<file path="src/rtl/uart_tx.sv">
// uart_tx: memory-mapped UART transmitter with an 8-bit TX FIFO,
// a programmable baud divisor and an 8N1 serial frame engine.
module uart_tx #(
   parameter int DEFAULT_DIV = 16,
   parameter int FIFO_DEPTH  = 8
) (
   input  logic        clk,
   input  logic        reset,
   input  logic        sel,
   input  logic        we,
   input  logic [2:0]  memsize,
   input  logic [31:0] a,
   input  logic [31:0] wd,
   output logic [31:0] rd,
   output logic        tx
);

   localparam int AW = (FIFO_DEPTH > 1) ? $clog2(FIFO_DEPTH) : 1;

   typedef enum logic [1:0] {S_IDLE, S_START, S_DATA, S_STOP} state_t;

   state_t        r_state, w_state_nxt;
   logic [7:0]    r_mem [FIFO_DEPTH];
   logic [AW-1:0] r_wptr, r_rptr;
   logic [AW:0]   r_count;
   logic          r_ovf;
   logic [15:0]   r_div;
   logic [15:0]   r_cnt, w_cnt_nxt;
   logic [7:0]    r_shift, w_shift_nxt;
   logic [2:0]    r_idx, w_idx_nxt;
   logic          r_tx, w_tx_nxt;
   logic          w_pop, w_push, w_push_ok, w_full, w_empty;
   logic          w_wr_stat, w_wr_div, w_bit_end;
   logic [15:0]   w_div_m1;
   logic [3:0]    w_cnt_sat;
   logic          w_unused;

   // memsize, unused address bits and upper store data are don't-cares
   assign w_unused  = ^{memsize, a[31:4], a[1:0], wd[31:16]};

   assign w_full    = (r_count == (AW+1)'(FIFO_DEPTH));
   assign w_empty   = (r_count == '0);
   assign w_push    = sel & we & (a[3:2] == 2'd0);
   assign w_wr_stat = sel & we & (a[3:2] == 2'd1);
   assign w_wr_div  = sel & we & (a[3:2] == 2'd2);
   // a full FIFO still accepts a push when the FSM pops on the same edge
   assign w_push_ok = w_push & (~w_full | w_pop);
   assign w_bit_end = (r_cnt == 16'd0);
   assign w_div_m1  = r_div - 16'd1;
   assign tx        = r_tx;

   // saturate the FIFO count into the 4-bit STATUS field
   always_comb begin
      w_cnt_sat = 4'(r_count);
      if (r_count > 15) w_cnt_sat = 4'hF;
   end

   // register read mux, purely combinational from address and state
   always_comb begin
      rd = '0;
      case (a[3:2])
         2'd1:    rd[7:0]  = {w_cnt_sat, r_ovf, (r_state != S_IDLE), w_empty, w_full};
         2'd2:    rd[15:0] = r_div;
         default: rd = '0;
      endcase
   end

   // frame sequencer: next state, bit timer, shifter and line level
   always_comb begin
      w_state_nxt = r_state;
      w_pop       = 1'b0;
      w_cnt_nxt   = r_cnt;
      w_shift_nxt = r_shift;
      w_idx_nxt   = r_idx;
      // line level follows the current state one cycle later
      w_tx_nxt    = 1'b1;
      case (r_state)
         S_IDLE: begin
            if (!w_empty) begin
               w_pop       = 1'b1;
               w_shift_nxt = r_mem[r_rptr];
               w_cnt_nxt   = w_div_m1;
               w_idx_nxt   = 3'd0;
               w_state_nxt = S_START;
            end
         end
         S_START: begin
            w_tx_nxt = 1'b0;
            if (w_bit_end) begin
               w_cnt_nxt   = w_div_m1;
               w_state_nxt = S_DATA;
            end else begin
               w_cnt_nxt = r_cnt - 16'd1;
            end
         end
         S_DATA: begin
            w_tx_nxt = r_shift[0];
            if (w_bit_end) begin
               w_cnt_nxt   = w_div_m1;
               w_shift_nxt = {1'b0, r_shift[7:1]};
               w_idx_nxt   = r_idx + 3'd1;
               if (r_idx == 3'd7) w_state_nxt = S_STOP;
            end else begin
               w_cnt_nxt = r_cnt - 16'd1;
            end
         end
         S_STOP: begin
            if (w_bit_end) begin
               if (!w_empty) begin
                  // chain straight into the next start bit, no idle gap
                  w_pop       = 1'b1;
                  w_shift_nxt = r_mem[r_rptr];
                  w_cnt_nxt   = w_div_m1;
                  w_idx_nxt   = 3'd0;
                  w_state_nxt = S_START;
               end else begin
                  w_cnt_nxt   = 16'd0;
                  w_state_nxt = S_IDLE;
               end
            end else begin
               w_cnt_nxt = r_cnt - 16'd1;
            end
         end
         default: w_state_nxt = S_IDLE;
      endcase
   end

   // sequencer state register
   always_ff @(posedge clk) begin
      if (reset) begin
         r_state <= S_IDLE;
         r_cnt   <= 16'd0;
         r_shift <= 8'd0;
         r_idx   <= 3'd0;
         r_tx    <= 1'b1;
      end else begin
         r_state <= w_state_nxt;
         r_cnt   <= w_cnt_nxt;
         r_shift <= w_shift_nxt;
         r_idx   <= w_idx_nxt;
         r_tx    <= w_tx_nxt;
      end
   end

   // FIFO storage; contents need no reset since count governs validity
   always_ff @(posedge clk) begin
      if (!reset && w_push_ok) r_mem[r_wptr] <= wd[7:0];
   end

   // FIFO pointers, occupancy and sticky overflow
   always_ff @(posedge clk) begin
      if (reset) begin
         r_wptr  <= '0;
         r_rptr  <= '0;
         r_count <= '0;
         r_ovf   <= 1'b0;
      end else begin
         if (w_push_ok)
            r_wptr <= (r_wptr == AW'(FIFO_DEPTH-1)) ? '0 : r_wptr + 1'b1;
         if (w_pop)
            r_rptr <= (r_rptr == AW'(FIFO_DEPTH-1)) ? '0 : r_rptr + 1'b1;
         r_count <= r_count + {{AW{1'b0}}, w_push_ok} - {{AW{1'b0}}, w_pop};
         if (w_wr_stat && wd[3]) r_ovf <= 1'b0;
         if (w_push && !w_push_ok) r_ovf <= 1'b1;
      end
   end

   // baud divisor; zero would stall the bit timer so it becomes one
   always_ff @(posedge clk) begin
      if (reset)
         r_div <= 16'(DEFAULT_DIV);
      else if (w_wr_div)
         r_div <= (wd[15:0] == 16'd0) ? 16'd1 : wd[15:0];
   end

endmodule

</file>
<file path="config.mk">
export PLATFORM = sky130hd
export DESIGN_NAME = uart_tx
export DESIGN_NICKNAME = d
export VERILOG_FILES = /design/src/rtl/uart_tx.sv
export SDC_FILE = /design/constraint.sdc
export NUM_CORES = 1
export LEC_CHECK = 0
export ABC_AREA = 1
export CORE_ASPECT_RATIO = 1.5
export CORE_MARGIN = 2
export CORE_UTILIZATION = 56
export CTS_BUF_LIST = sky130_fd_sc_hd__clkbuf_4
export DETAILED_ROUTE_END_ITERATION = 16
export HOLD_SLACK_MARGIN = 0.03
export PLACE_DENSITY = 0.94
export RECOVER_POWER = 25
export SLEW_MARGIN = 20
export SYNTH_ARGS = -nofsm -noshare
export SYNTH_HDL_FRONTEND = slang
export SYNTH_SLANG_ARGS = --single-unit
</file>
<file path="constraint.sdc">
create_clock -name clk -period 2.8 [get_ports clk]
set_input_delay 0.56 -clock clk [delete_from_list [all_inputs] [get_ports clk]]
set_output_delay 0.56 -clock clk [all_outputs]
set_load 0.01 [all_outputs]
</file>
==> results.py, run 1 <==
metrics = {
    "setup_path": {
        "worst_r2r_endpoint": "r_count[3]",
        "regToRegSetupSlack_ps": 290,
        "crit_start": "a[2]",
        "r2r_start": "r_state[0]",
        "cp_max_fo": 10,
        "path_cells": "clkdlybuf4s50_1, inv_1, ha_4, buf_4, nand2_1, inv_1, clkdlybuf4s50_1",
        "end_kind": "output pin",
        "rr_worst_depth": 12,
        "critPathArrivalTime_ps": 2140,
        "worst-path-buf-inv": 5,
        "required_ps": 2240,
        "worstSetupStartpointType": "primary input",
        "cp_slowest_stage_delay_ps": 540,
        "cp_slowest_cell": "clkdlybuf4s50_1",
        "path_delay_family": "buffers and inverters",
        "critPathKind": "in -> out",
    },
    "sta": {
        "fmax_mhz": 370.8,
        "worst_pin_slew_ps": 755.5,
        "slew_viol_final": 0,
        "finalSetupViolations": 0,
        "min_period_ps": 2697,
        "skew_ps": 21.63,
        "hold_viol_final": 0,
        "rsz0062_at_grt": "no",
        "finalCritPeriodShare_pct": 96.33,
        "slew-limit-headroom_pct": 49.57,
        "setup_slack_ps": 102.9,
        "tns_ps": 0,
    },
    "cells_and_area": {
        "multi_input_area_sq_mm": 0.002836,
        "postLayoutCoreUtil_pct": 65.24,
        "fillers": 834,
        "instances_no_fill": 971,
        "fin_nets": 904,
        "seqCellArea_sq_mm": 0.003123,
        "drive_above_1_share_pct": 11.91,
        "mostFrequentLayoutCells": "nand2_1, nor2_1, edfxtp_1",
        "layout_commonest_cell": "nand2_1",
        "area_delta_synth_final_pct": 13.13,
    },
    "cts": {
        "insertion_delay_ps": 550,
        "ctsHoldBuffers": 0,
        "clock-sinks": 124,
        "clkTransAtPathRegs_ps": 110,
        "clockRootBuffer": "clkbuf_4",
        "cts_tree": "done",
        "htreeDepth": 4,
        "cts_buffers": 17,
        "clk_path_buf_depth": 2,
        "cts_setup_buffers": 0,
    },
    "grt": {
        "grt_antenna_before_repair": 1,
        "grt_pass1_wl_mm": 24.83,
        "grt_max_degree": 38,
        "grt_pass1_vias": 5311,
        "overflow": 0,
        "track_usage_pct": 25.89,
    },
    "detailed_routing": {
        "routed-via-count": 5584,
        "drt-total-wl_mm": 15.90,
        "ant_nets": 0,
        "dr.pass1.iters": 5,
        "via_per_inst": 5.751,
        "wire_per_inst_um": 16.38,
        "drt-initial-drc-count": 507,
        "drc": 0,
    },
    "job": {
        "cap_viol_max_count": 0,
    },
    "power": {
        "irDropWorstVdd_mv": 0.7713,
        "p_total_mw": 6.370,
        "powerDensity_mw_per_mm2": 883.0,
        "leakage_nw": 2.970,
    },
    "synth": {
        "synth_fa_ha_area_share_pct": 4.631,
        "yosysWarnings": 0,
        "synth_edf_count": 64,
        "synth-compound-area-share_pct": 12.32,
        "synthSimpleGateAreaFrac_pct": 24.12,
        "synthXorXnorAreaFrac_pct": 2.060,
        "ys_ff_latch": 124,
        "async_flop_share_pct": 0,
        "ys_seq_area_share_pct": 48.98,
        "synth_top_flop_cell": "edfxtp_1",
        "synthDistinctLibCells": 43,
        "synth_area_sq_mm": 0.006376,
        "syn-mean-instance-area_sq_um": 8.401,
        "synth_top_family_by_area": "simple AND/OR/NAND/NOR gates",
        "synthCells": 759,
        "synth_mux_area_share_pct": 0,
    },
    "min_path": {
        "min_from": "r_idx[1]",
        "hold_class": "reg -> reg",
        "min_to": "r_idx[1]",
        "min_path_cells": 2,
    },
    "floorplan": {
        "die_x_um": 91.13,
        "die-area_sq_mm": 0.01227,
        "start_util_pct": 57.67,
        "rows": 47,
        "pin_count": 104,
        "die_h_um": 134.7,
        "core-area_sq_mm": 0.01106,
    },
    "placement": {
        "io_buffer_count": 38,
        "gp_congestion": 0.8989,
        "post-place-ws_ps": -76.00,
        "hpwlAfterDp_mm": 10.57,
        "placedCellCount": 938,
    },
    "status": {
        "outcome": "complete, no violations",
    },
}
==> kinds of logic after synthesis <==
logic type | Yosys count
AND/OR/NAND/NOR | 351
AO/OA/AOI/OAI | 139
flip-flops | 124
buffers and inverters | 106
adder cells (fa/ha/maj) | 23
XOR/XNOR | 15
other | 1
==> worst max-delay path by stage <==
stage                  end  slack (ps)  cells after the start
2_1_floorplan  r_mem[0][0]         540                      9
3_3_place_gp         rd[4]        -100                      6
3_5_place_dp         rd[4]         -80                      6
4_1_cts              rd[4]           1                      7
5_1_grt             rd[13]          40                      7
6_report            rd[13]         100                      7
==> report_power, final <==
part           internal, mW  total, mW  switching (mW)  leakage, nW
Combinational         0.930       2.75            1.82         1.75
Clock                 0.542       1.28           0.743        0.150
Sequential             2.12       2.34           0.211         1.07
Total                  3.60       6.37            2.77         2.97
==> synthesized netlist by cell type (9+ instances only) <==
cell	n	area share (%)
nand2_1	149	8.8
nor2_1	107	6.3
edfxtp_1	64	30
o21ai_0	62	4.9
dfxtp_1	60	19
inv_1	54	3.2
a21oi_1	46	3.6
nand3_1	40	3.1
ha_1	22	4.3
clkbuf_1	19	1.1
buf_4	18	2.1
nor2_2	10	0.98
nor3_1	10	0.78
xor2_1	10	1.4
o22ai_1	9	0.88
==> per-stage QoR <==
step | instance area, sq um | hold slack (ps)
after floorplan | 6432 | 433.3
after global placement | 6903 | 459.9
after detailed placement | 6903 | 472.6
after CTS | 7201 | 489.6
after global routing | 7213 | 511.1
final | 7213 | 489.0
==> final cells by class <==
type | instances | share of cell area [%]
Inverter | 62 | 3.226
Timing Repair Buffer | 61 | 7.580
Sequential cell | 124 | 43.30
Clock inverter | 15 | 2.220
Tap cell | 147 | 2.550
Clock buffer | 17 | 1.769
Multi-Input combinational cell | 544 | 39.32
Antenna cell | 1 | 0.03469
==> state kept, by name, indices dropped and copies added (netlist names), named ones only <==
name,cells
r_cnt,16
r_count,4
r_div,16
r_idx,3
r_mem,64
r_ovf,1
r_rptr,3
r_shift,8
r_state,2
r_wptr,3
tx,1
==> worst reg2reg max path: stages, from the launching register on <==
cell	delay [ps]
dfxtp_1	390
ha_1	240
inv_1	90
a21oi_4	160
nand4_1	160
nand2_2	140
nand2_4	100
or2_1	280
ha_1	300
a21o_1	180
a21oi_1	170
o21ai_0	100
a21oi_1	120
==> timing repair <==
action | in CTS | in global routing
resized for setup | 11 | 4
pin swaps | 0 | 0
endpoints found under the setup margin | 16 | 8
==> layer usage <==
| layer | share of wire (%) | routed length (um) | global-route usage [%] |
|---|---|---|---|
| met5 | 0 | 0 | 0 |
| met1 | 35 | 5618 | 27.33 |
| met3 | 6.3 | 996 | 4.408 |
| met2 | 53 | 8433 | 46.38 |
| met4 | 5.4 | 852 | 18.35 |
(Power assumes the default switching activity.)
==> inputs of run 2 (changes only) <==
CORE_MARGIN = 3   (was 2)
PLACE_DENSITY = 0.83   (was 0.94)
==> results.py, run 2 (synthesis gave the netlist of run 1 again) <==
metrics = {
    "cts": {
        "htreeDepth": 4,
        "cts_tree": "done",
        "ctsHoldBuffers": 0,
        "clock-sinks": 124,
        "insertion_delay_ps": 530,
        "cts_buffers": 17,
        "clk_path_buf_depth": 2,
        "clkTransAtPathRegs_ps": 110,
        "clockRootBuffer": "clkbuf_4",
    },
    "cells_and_area": {
        "fillers": 900,
        "drive_above_1_share_pct": 11.34,
        "mostFrequentLayoutCells": "nand2_1, nor2_1, edfxtp_1",
        "fin_nets": 901,
        "layout_commonest_cell": "nand2_1",
        "top_register": "r_mem",
        "instances_no_fill": 967,
        "reg_top3": "r_mem (64), r_cnt (16), r_div (16)",
        "area_delta_synth_final_pct": 13.60,
        "largest_register_ffs": 64,
        "antennaDiodeCount": 0,
    },
    "placement": {
        "hpwlAfterDp_mm": 11.14,
        "io_buffer_count": 38,
        "placedCellCount": 935,
        "post-place-ws_ps": -47.13,
        "gp_congestion": 0.9495,
    },
    "power": {
        "power.switching_mw": 2.736,
        "clkPwrFrac_pct": 22.2,
        "powerDensity_mw_per_mm2": 902.9,
        "internal-power_mw": 3.804,
        "seqPwrFrac_pct": 35.5,
        "swShare_pct": 41.83,
        "irDropWorstVdd_mv": 0.6817,
        "leakage_nw": 3.020,
        "p_comb_share_pct": 42.3,
    },
    "setup_path": {
        "worstSetupStartpointType": "primary input",
        "cp_max_fo": 10,
        "end_kind": "output pin",
        "required_ps": 2240,
        "critPathArrivalTime_ps": 2150,
        "critPathKind": "in -> out",
    },
    "floorplan": {
        "die_x_um": 93.13,
        "start_util_pct": 57.67,
        "rows": 47,
        "pin_count": 104,
        "die_h_um": 136.7,
        "core-area_sq_mm": 0.01106,
        "die-area_sq_mm": 0.01273,
    },
    "grt": {
        "track_usage_pct": 25.95,
        "grt_pass1_vias": 5433,
        "grt_pass1_wl_mm": 25.62,
        "grt_antenna_before_repair": 0,
        "overflow": 0,
        "grt_max_degree": 38,
    },
    "sta": {
        "hold_ws_ps": 483.1,
        "skew_ps": 17.37,
        "slew_viol_final": 0,
        "hold_viol_final": 0,
        "worst_pin_slew_ps": 798.9,
        "min_period_ps": 2714,
        "finalCritPeriodShare_pct": 96.92,
        "slew-limit-headroom_pct": 46.68,
        "fmax_mhz": 368.5,
        "finalSetupViolations": 0,
        "setup_slack_ps": 86.38,
        "rsz0062_at_grt": "no",
    },
    "detailed_routing": {
        "dr.pass1.iters": 6,
        "drc": 0,
        "drt-total-wl_mm": 15.59,
        "wire_per_inst_um": 16.12,
        "drt-initial-drc-count": 312,
        "ant_nets": 0,
        "routed-via-count": 5422,
        "via_per_inst": 5.607,
    },
    "min_path": {
        "hold_class": "reg -> reg",
    },
    "status": {
        "outcome": "complete, no violations",
    },
    "job": {
        "cap_viol_max_count": 0,
    },
}
-- run 2: stage by stage --
step / setup TNS, ps / util, % / area (sq um) / total power [mW]
after floorplan: 0 / - / 6432 / 4.463
after global placement: -7.236 / 62.23 / 6880 / 4.932
after detailed placement: -321.5 / 62.23 / 6880 / 5.062
after CTS: 0 / 65.32 / 7222 / 6.516
after global routing: 0 / 65.52 / 7243 / 6.981
final: 0 / 65.52 / 7243 / 6.540
-- run 2: per-layer routing --
metal	global-route usage (%)	up-vias	share of wire, %
met3	5.446	51	5.2
met2	47.09	205	53
li1	-	2603	-
met5	0	-	0
met1	27.18	2563	36
met4	15.65	0	5.7
-- run 2: final timing paths --
path | start | endpoint | slack, ps | depth (start not counted)
max | a[2] | rd[15] | 90 | 7
min | r_idx[2] | r_idx[2] | 480 | 2
max reg2reg | r_state[1] | r_count[1] | 350 | 12
min reg2reg | r_idx[2] | r_idx[2] | 480 | 2
-- run 2: worst max-delay path, cell delays in order --
cell and delay, ps:
clkdlybuf4s50_1 430, inv_1 130, ha_4 200, buf_4 170
nand2_1 70, inv_1 50, clkdlybuf4s50_1 530
-- run 2: power groups by stage --
stage / sequential (mW) / clock (mW) / combinational (mW)
floorplan: 2.31 / 0 / 2.16
global placement: 2.34 / 0 / 2.59
detailed placement: 2.36 / 0 / 2.70
CTS: 2.32 / 1.46 / 2.74
global route: 2.35 / 1.54 / 3.09
finish: 2.32 / 1.45 / 2.76
-- run 2: area by class of cell --
cell class	instances	area [sq um]	share of cell area (%)
clock inverters	12	186.4	2.574
clock buffers	20	150.1	2.073
multi-input cells	544	2828	39.04
flip-flops and latches	124	3123	43.12
repair buffers	58	539.3	7.445
well taps	147	183.9	2.539
inverters	62	232.7	3.213
-- run 2: what timing repair did --
item	4_1_cts	5_1_grt
hold endpoints to repair	0	0
endpoints found under the setup margin	12	14
buffers inserted	0	0
gates resized for setup	5	7
